## config.mk

```make
export PLATFORM = sky130hd
export DESIGN_NAME = lc4_trace_recorder
export DESIGN_NICKNAME = d
export VERILOG_FILES = /design/src/rtl/lc4_trace_pkg.sv /design/src/rtl/lc4_trace_recorder_fifo.sv /design/src/rtl/lc4_trace_recorder.sv
export SDC_FILE = /design/constraint.sdc
export NUM_CORES = 1
export LEC_CHECK = 0
export CAP_MARGIN = 5
export CORE_MARGIN = 1
export CORE_UTILIZATION = 40
export CTS_BUF_LIST = sky130_fd_sc_hd__clkbuf_8
export CTS_CLUSTER_DIAMETER = 30
export DETAILED_ROUTE_END_ITERATION = 10
export GPL_TIMING_DRIVEN = 0
export HOLD_SLACK_MARGIN = 0.06
export SYNTH_ARGS = -nofsm -noshare
export SYNTH_HDL_FRONTEND = slang
export SYNTH_SLANG_ARGS = --single-unit
```

## constraint.sdc

```tcl
create_clock -name clk -period 62 [get_ports clk]
set_input_delay 18.6 -clock clk [delete_from_list [all_inputs] [get_ports clk]]
set_output_delay 18.6 -clock clk [all_outputs]
set_load 0.01 [all_outputs]
```

## src/rtl/lc4_trace_pkg.sv

```systemverilog
`default_nettype none
// ============================================================================
// Module   : lc4_trace_pkg
// Brief    : Shared constants, record layout and helpers for the LC4 trace recorder.
// Revision : 1.0
// ============================================================================
package lc4_trace_pkg;

    localparam logic [1:0] STALL_EXEC   = 2'd0;
    localparam logic [1:0] STALL_CACHE  = 2'd1;
    localparam logic [1:0] STALL_BRANCH = 2'd2;
    localparam logic [1:0] STALL_LOAD   = 2'd3;

    localparam int BEAT_W    = 16;
    localparam int HDR_BEATS = 4;

    localparam int BEAT_PC    = 0;
    localparam int BEAT_INSN  = 1;
    localparam int BEAT_FLAGS = 2;
    localparam int BEAT_DADDR = 3;

    // Beat i of a record lives at bits [i*BEAT_W +: BEAT_W].
    localparam int OFF_PC    = BEAT_PC    * BEAT_W;
    localparam int OFF_INSN  = BEAT_INSN  * BEAT_W;
    localparam int OFF_FLAGS = BEAT_FLAGS * BEAT_W;
    localparam int OFF_DADDR = BEAT_DADDR * BEAT_W;
    localparam int OFF_RDATA = HDR_BEATS  * BEAT_W;

    function automatic int rec_beats(input int word_size);
        return HDR_BEATS + 2 * (word_size / BEAT_W);
    endfunction

    function automatic int off_dmem_data(input int word_size);
        return OFF_RDATA + word_size;
    endfunction

    typedef enum logic [0:0] {
        ST_IDLE = 1'b0,
        ST_SEND = 1'b1
    } ser_state_e;

endpackage
`default_nettype wire

```

## src/rtl/lc4_trace_recorder_fifo.sv

```systemverilog
`default_nettype none
// ============================================================================
// Module   : lc4_trace_fifo
// Brief    : Single-clock FIFO of packed trace records with first-word head view.
// Revision : 1.0
// ============================================================================
module lc4_trace_fifo #(
    parameter int WIDTH = 16,
    parameter int DEPTH = 8
) (
    input  logic                     clk,
    input  logic                     rst,
    input  logic                     i_push,
    input  logic [WIDTH-1:0]         i_data,
    input  logic                     i_pop,
    output logic [WIDTH-1:0]         o_head,
    output logic                     o_full,
    output logic                     o_empty,
    output logic [$clog2(DEPTH):0]   o_count
);

    localparam int c_PTR_W = $clog2(DEPTH);
    localparam int c_CNT_W = c_PTR_W + 1;

    logic [WIDTH-1:0]   r_mem_q [DEPTH];
    logic [c_PTR_W-1:0] r_wr_q, w_wr_d;
    logic [c_PTR_W-1:0] r_rd_q, w_rd_d;
    logic [c_CNT_W-1:0] r_cnt_q, w_cnt_d;

    always_comb begin
        w_wr_d  = r_wr_q;
        w_rd_d  = r_rd_q;
        w_cnt_d = r_cnt_q;
        if (i_push) w_wr_d = r_wr_q + c_PTR_W'(1);
        if (i_pop)  w_rd_d = r_rd_q + c_PTR_W'(1);
        case ({i_push, i_pop})
            2'b10:   w_cnt_d = r_cnt_q + c_CNT_W'(1);
            2'b01:   w_cnt_d = r_cnt_q - c_CNT_W'(1);
            default: w_cnt_d = r_cnt_q;
        endcase
    end

    always_ff @(posedge clk) begin
        if (rst) begin
            r_wr_q  <= '0;
            r_rd_q  <= '0;
            r_cnt_q <= '0;
        end else begin
            r_wr_q  <= w_wr_d;
            r_rd_q  <= w_rd_d;
            r_cnt_q <= w_cnt_d;
        end
    end

    // A push while full is only issued alongside a pop, so the slot being
    // written is the one whose last beat has just been consumed.
    always_ff @(posedge clk) begin
        if (i_push) r_mem_q[r_wr_q] <= i_data;
    end

    assign o_head  = r_mem_q[r_rd_q];
    assign o_full  = (r_cnt_q == c_CNT_W'(DEPTH));
    assign o_empty = (r_cnt_q == '0);
    assign o_count = r_cnt_q;

endmodule
`default_nettype wire

```

## src/rtl/lc4_trace_recorder.sv

```systemverilog
`default_nettype none
// ============================================================================
// Module   : lc4_trace_recorder
// Brief    : Captures LC4 commit records, buffers them and streams 16-bit beats.
// Revision : 1.0
// ============================================================================
module lc4_trace_recorder
    import lc4_trace_pkg::*;
#(
    parameter int WORD_SIZE  = 64,
    parameter int FIFO_DEPTH = 8
) (
    input  logic                 clk,
    input  logic                 rst,
    input  logic                 gwe,
    input  logic                 enable,
    input  logic [1:0]           test_stall,
    input  logic [15:0]          test_cur_pc,
    input  logic [15:0]          test_cur_insn,
    input  logic                 test_regfile_we,
    input  logic [2:0]           test_regfile_wsel,
    input  logic [WORD_SIZE-1:0] test_regfile_data,
    input  logic                 test_nzp_we,
    input  logic [2:0]           test_nzp_new_bits,
    input  logic                 test_dmem_we,
    input  logic [15:0]          test_dmem_addr,
    input  logic [WORD_SIZE-1:0] test_dmem_data,
    output logic                 out_valid,
    input  logic                 out_ready,
    output logic [15:0]          out_data,
    output logic                 out_last,
    output logic                 overflow,
    output logic [15:0]          drop_count,
    output logic [31:0]          cnt_exec,
    output logic [31:0]          cnt_cache,
    output logic [31:0]          cnt_branch,
    output logic [31:0]          cnt_load
);

    localparam int c_N         = rec_beats(WORD_SIZE);
    localparam int c_REC_W     = c_N * BEAT_W;
    localparam int c_IDX_W     = $clog2(c_N);
    localparam int c_CNT_W     = $clog2(FIFO_DEPTH) + 1;
    localparam int c_OFF_DDATA = off_dmem_data(WORD_SIZE);
    localparam logic [c_IDX_W-1:0] c_LAST = c_IDX_W'(c_N - 1);

    ser_state_e         r_state_q, w_state_d;
    logic [c_IDX_W-1:0] r_idx_q, w_idx_d;
    logic               r_ovf_q, w_ovf_d;
    logic [15:0]        r_drop_q, w_drop_d;
    logic [31:0]        r_cnt_q [4];
    logic [31:0]        w_cnt_d [4];

    logic [c_REC_W-1:0] w_record;
    logic [c_REC_W-1:0] w_head;
    logic [BEAT_W-1:0]  w_beats [c_N];
    logic               w_capture, w_xfer, w_pop, w_push;
    logic               w_full, w_empty;
    logic [c_CNT_W-1:0] w_count;

    always_comb begin
        w_record = '0;
        w_record[OFF_PC    +: BEAT_W]    = test_cur_pc;
        w_record[OFF_INSN  +: BEAT_W]    = test_cur_insn;
        w_record[OFF_FLAGS +: BEAT_W]    = {test_regfile_we, test_regfile_wsel,
                                            test_nzp_we, test_nzp_new_bits,
                                            test_dmem_we, 7'b0};
        w_record[OFF_DADDR +: BEAT_W]    = test_dmem_addr;
        w_record[OFF_RDATA +: WORD_SIZE] = test_regfile_data;
        w_record[c_OFF_DDATA +: WORD_SIZE] = test_dmem_data;
    end

    assign w_capture = gwe && enable && (test_stall == STALL_EXEC);
    assign w_xfer    = (r_state_q == ST_SEND) && out_ready;
    assign w_pop     = w_xfer && (r_idx_q == c_LAST);
    assign w_push    = w_capture && (!w_full || w_pop);

    lc4_trace_fifo #(
        .WIDTH (c_REC_W),
        .DEPTH (FIFO_DEPTH)
    ) u_fifo (
        .clk     (clk),
        .rst     (rst),
        .i_push  (w_push),
        .i_data  (w_record),
        .i_pop   (w_pop),
        .o_head  (w_head),
        .o_full  (w_full),
        .o_empty (w_empty),
        .o_count (w_count)
    );

    for (genvar g = 0; g < c_N; g++) begin : g_beats
        assign w_beats[g] = w_head[g*BEAT_W +: BEAT_W];
    end

    always_comb begin
        w_idx_d = r_idx_q;
        if (w_xfer) w_idx_d = (r_idx_q == c_LAST) ? '0 : r_idx_q + c_IDX_W'(1);

        // Stay in SEND whenever anything is left after this edge: no bubble.
        w_state_d = (w_push || (!w_empty && !(w_pop && w_count == c_CNT_W'(1))))
                    ? ST_SEND : ST_IDLE;

        w_ovf_d  = r_ovf_q;
        w_drop_d = r_drop_q;
        if (w_capture && !w_push) begin
            w_ovf_d = 1'b1;
            if (r_drop_q != 16'hFFFF) w_drop_d = r_drop_q + 16'd1;
        end

        for (int i = 0; i < 4; i++) w_cnt_d[i] = r_cnt_q[i];
        if (gwe && r_cnt_q[test_stall] != 32'hFFFF_FFFF)
            w_cnt_d[test_stall] = r_cnt_q[test_stall] + 32'd1;
    end

    always_ff @(posedge clk) begin
        if (rst) begin
            r_state_q <= ST_IDLE;
            r_idx_q   <= '0;
            r_ovf_q   <= 1'b0;
            r_drop_q  <= '0;
            for (int i = 0; i < 4; i++) r_cnt_q[i] <= '0;
        end else begin
            r_state_q <= w_state_d;
            r_idx_q   <= w_idx_d;
            r_ovf_q   <= w_ovf_d;
            r_drop_q  <= w_drop_d;
            for (int i = 0; i < 4; i++) r_cnt_q[i] <= w_cnt_d[i];
        end
    end

    assign out_valid  = (r_state_q == ST_SEND);
    assign out_last   = out_valid && (r_idx_q == c_LAST);
    assign out_data   = out_valid ? w_beats[r_idx_q] : '0;
    assign overflow   = r_ovf_q;
    assign drop_count = r_drop_q;
    assign cnt_exec   = r_cnt_q[STALL_EXEC];
    assign cnt_cache  = r_cnt_q[STALL_CACHE];
    assign cnt_branch = r_cnt_q[STALL_BRANCH];
    assign cnt_load   = r_cnt_q[STALL_LOAD];

endmodule
`default_nettype wire
```

==> summary.md <==
| Metric | Value |
|---|---|
| Period minus WS final | `25.23 ns` |
| GPL Wtd Cong | `around 0.85` |
| Grt ovf | `0` |
| Max Freq | `39.6 MHz` |
| DP HPWL | `122000 µm` |
| Post-Route WL | `between 150000 and 200000 µm` |
| Chip height | `401 µm` |
| Critical path class | `reg2out` |
| Vias in the first global route | `35300` |
| Yosys cell types | `61` |
| Routed vias | `between 30000 and 40000` |
| Synth warn | `0` |
| Routed Antenna Nets | `0` |
| Relative slew slack | `about 13%` |
| Root Buffer | `clkbuf_8` |
| CORE AREA | `158000 µm²` |
| RSZ-0062 raised after global routing | `false` |
| Final Hold Viols | `0` |
| Initial antenna violation count | `60` |
| Final net count | `4158` |
| # hold bufs at CTS | `0` |
| Postcts setup bufs | `0` |
| Slew Limit Fails | `0` |
| First-pass GRT wire length | `about 250000 µm` |
| # clock sinks | `1643` |
| Async set or reset register ratio after synthesis | `0%` |
| # DRC | `0` |
| Hold slack | `0.489 ns` |
| CP max FO | `10` |
| TritonCTS clock tree | `done` |
| Share of the clock period used by the worst path | `40.7%` |
| HP Class | `reg2reg` |
| Drt pass-1 iters | `6` |
| Yosys reg bits | `1643` |
| Vias per inst | `between 5 and 6` |
| Port bufs | `between 300 and 400` |
| Required time of the critical path | `43.40 ns` |
| Initial core utilization | `40.3%` |
| GRT Overall Usage | `21.9%` |
| Dominant synthesized flop cell | `edfxtp_1` |
| Setup tns final | `0 ns` |
| WL/cell | `between 20 and 30 µm` |
| Leakage | `25.2 nW` |
| Max-cap violations | `0` |
| I/O pin count | `355` |
| Die Width | `401 µm` |
| Final core occ | `50.3%` |
| Mapped Cells | `3078` |
| Final number of setup-violating endpoints | `0` |
| Worst slack, placed | `37.84 ns` |
| Post-synth EDFFs | `1480` |
| TritonCTS buffer count | `369` |
| Longest Clk Path Bufs | `4` |
| PwrDens | `32.0 nW/µm²` |
| Syn Nets | `3280` |
| Dpl cells | `5657` |
| Largest net degree at the start of global routing | `26` |
| Mapped cell area | `63800 µm²` |
| Worst setup SP type | `flip-flop` |
| CP arrival | `6.63 ns` |
| Status | `finished clean` |
| Post-Layout Cell Count | `roughly 6300` |
| Worst-Margin Slew | `around 1.3 ns` |
| Initial detailed-routing violation count | `2982` |
| Setup WS post-layout | `36.77 ns` |
| Type of destination of the critical path | `output pin` |
| Share of layout cells above drive strength 1 | `29.8%` |
| Row count | `146` |
| Worst vdd ir | `0.0239 mV` |
| H-tree levels | `5` |
| Area delta synth->final | `25.0%` |
| CTS resizes | `0` |
| Max Clock Skew | `0.106 ns` |
| Skew-Pair Late Insertion Delay | `1.02 ns` |
| Die ar. | `around 160000 µm²` |
| Clk pin slew, worst setup/hold paths | `~0.050 ns` |
| Seq/Total Area, Yosys | `roughly three quarters` |
| Synth Area per Inst | `20.7 µm²` |
-- area by class of cell --
class,instances,area (µm²)
Antenna cell,9,22.5
Buffer,175,813
Clock buffer,379,5220
Clock inverter,272,2450
Fill cell,12800,78700
Inverter,7,26.3
Multi-Input combinational cell,1253,15300
Sequential cell,1643,47700
Tap cell,2072,2590
Timing Repair Buffer,507,5590
-- through the flow --
stage | total power, mW | instance area, µm²
5_1_grt | 2.63 | 79700
3_5_place_dp | 1.32 | 72000
2_1_floorplan | 1.27 | 63800
4_1_cts | 2.57 | 79700
3_3_place_gp | 1.32 | 69900
6_report | 2.55 | 79700
-- cells by family after synthesis --
kind of cell | synth area share, %
flops | 74.8
mux | 17.6
simple gates | 3.81
buf+inv | 1.31
compound gates | 1.64
xor+xnor | 0.686
fa+ha+maj | 0.196
-- flip-flops by register name (all words and copies together) (netlist names), named ones only --
signal and cells:
u_fifo.r_mem_q 1480, u_fifo.o_count 4, r_cnt_q 128, drop_count 16
out_valid 1, u_fifo.r_wr_q 3, overflow 1, r_idx_q 4
u_fifo.r_rd_q 3
-- placed cells by master, fill, tap and decap left out, types with 15 or more instances in the layout --
master and count:
clkdlybuf4s50_1 352, bufinv_16 44, clkinv_1 69, a211oi_1 34
clkinv_2 54, nor2_1 239, a211oi_2 15, nand3_1 31
nand2b_1 18, buf_6 115, inv_1 64, buf_2 53
nor3_2 18, clkbuf_8 379, a22oi_1 26, nor3_1 70
edfxtp_1 1480, buf_12 24, nand4_1 21, nand2_1 66
dfxtp_1 163, clkbuf_1 75, mux2i_1 74, xnor2_1 28
xor2_1 22, clkinvlp_4 28, buf_8 17, mux4_2 459
buf_1 32
-- power by group --
part           switching [mW]  internal [mW]  leakage [nW]
Sequential            0.00565           1.22          14.6
Clock                   0.497          0.754          4.06
Combinational          0.0428         0.0339          6.48
-- cell usage after synthesis (2+ instances only) --
cell type | n | share of area, %
xor2_1 | 22 | 0.30
edfxtp_1 | 1480 | 70
and2_1 | 2 | 0.020
nor4_2 | 2 | 0.039
nand2b_1 | 18 | 0.18
buf_1 | 33 | 0.19
o21ai_0 | 14 | 0.11
buf_2 | 52 | 0.41
nor2b_1 | 5 | 0.049
o211ai_1 | 13 | 0.15
a22oi_1 | 26 | 0.31
a211oi_1 | 34 | 0.40
nor3_2 | 14 | 0.22
nand3_1 | 31 | 0.24
and3_1 | 8 | 0.078
nor3_1 | 74 | 0.58
and4_1 | 3 | 0.041
or3_1 | 3 | 0.029
buf_6 | 5 | 0.088
xnor2_1 | 28 | 0.38
a21oi_1 | 14 | 0.11
mux2i_1 | 74 | 1.2
buf_4 | 8 | 0.094
nor2_1 | 242 | 1.4
nand2_1 | 66 | 0.39
a211oi_2 | 15 | 0.29
mux2_2 | 10 | 0.18
ha_1 | 10 | 0.20
nand4b_1 | 2 | 0.027
clkbuf_1 | 75 | 0.44
a221oi_1 | 2 | 0.027
dfxtp_1 | 163 | 5.1
a31oi_1 | 14 | 0.14
o22ai_1 | 2 | 0.020
nor4_1 | 3 | 0.029
mux4_2 | 459 | 16
nand4_1 | 21 | 0.21
buf_8 | 2 | 0.047
inv_1 | 7 | 0.041
-- worst max-delay path, stage by stage, from the launching register on --
cell and delay (ns):
dfxtp_1 0.33, clkbuf_1 0.79, buf_1 0.89, buf_2 0.48, buf_1 0.83, clkbuf_1 0.53
o211ai_1 0.36, a31oi_1 0.68, clkdlybuf4s50_1 0.69
-- metal layers --
metal	wire length (µm)	GRT usage, %	up-vias
met5	414	0	-
met4	4280	7.03	62
met3	15800	6.98	348
met2	84700	34.8	1478
met1	71100	28.6	18100
li1	-	-	14600
-- final timing paths --
| check | startpoint | endpoint | slack, ns | depth (start not counted) |
|---|---|---|---|---|
| worst min-delay path | overflow$_SDFFE_PP0P_ | overflow$_SDFFE_PP0P_ | 0.49 | 2 |
| worst max-delay path | r_idx_q[1]$_SDFFE_PP0P_ | out_data[12] | 36.77 | 8 |
| worst max register to register | out_valid$_SDFF_PP0_ | u_fifo.r_mem_q[1][97]$_DFFE_PP_ | 57.13 | 13 |
| worst min register to register | overflow$_SDFFE_PP0P_ | overflow$_SDFFE_PP0P_ | 0.49 | 2 |
(Power assumes the default switching activity.)
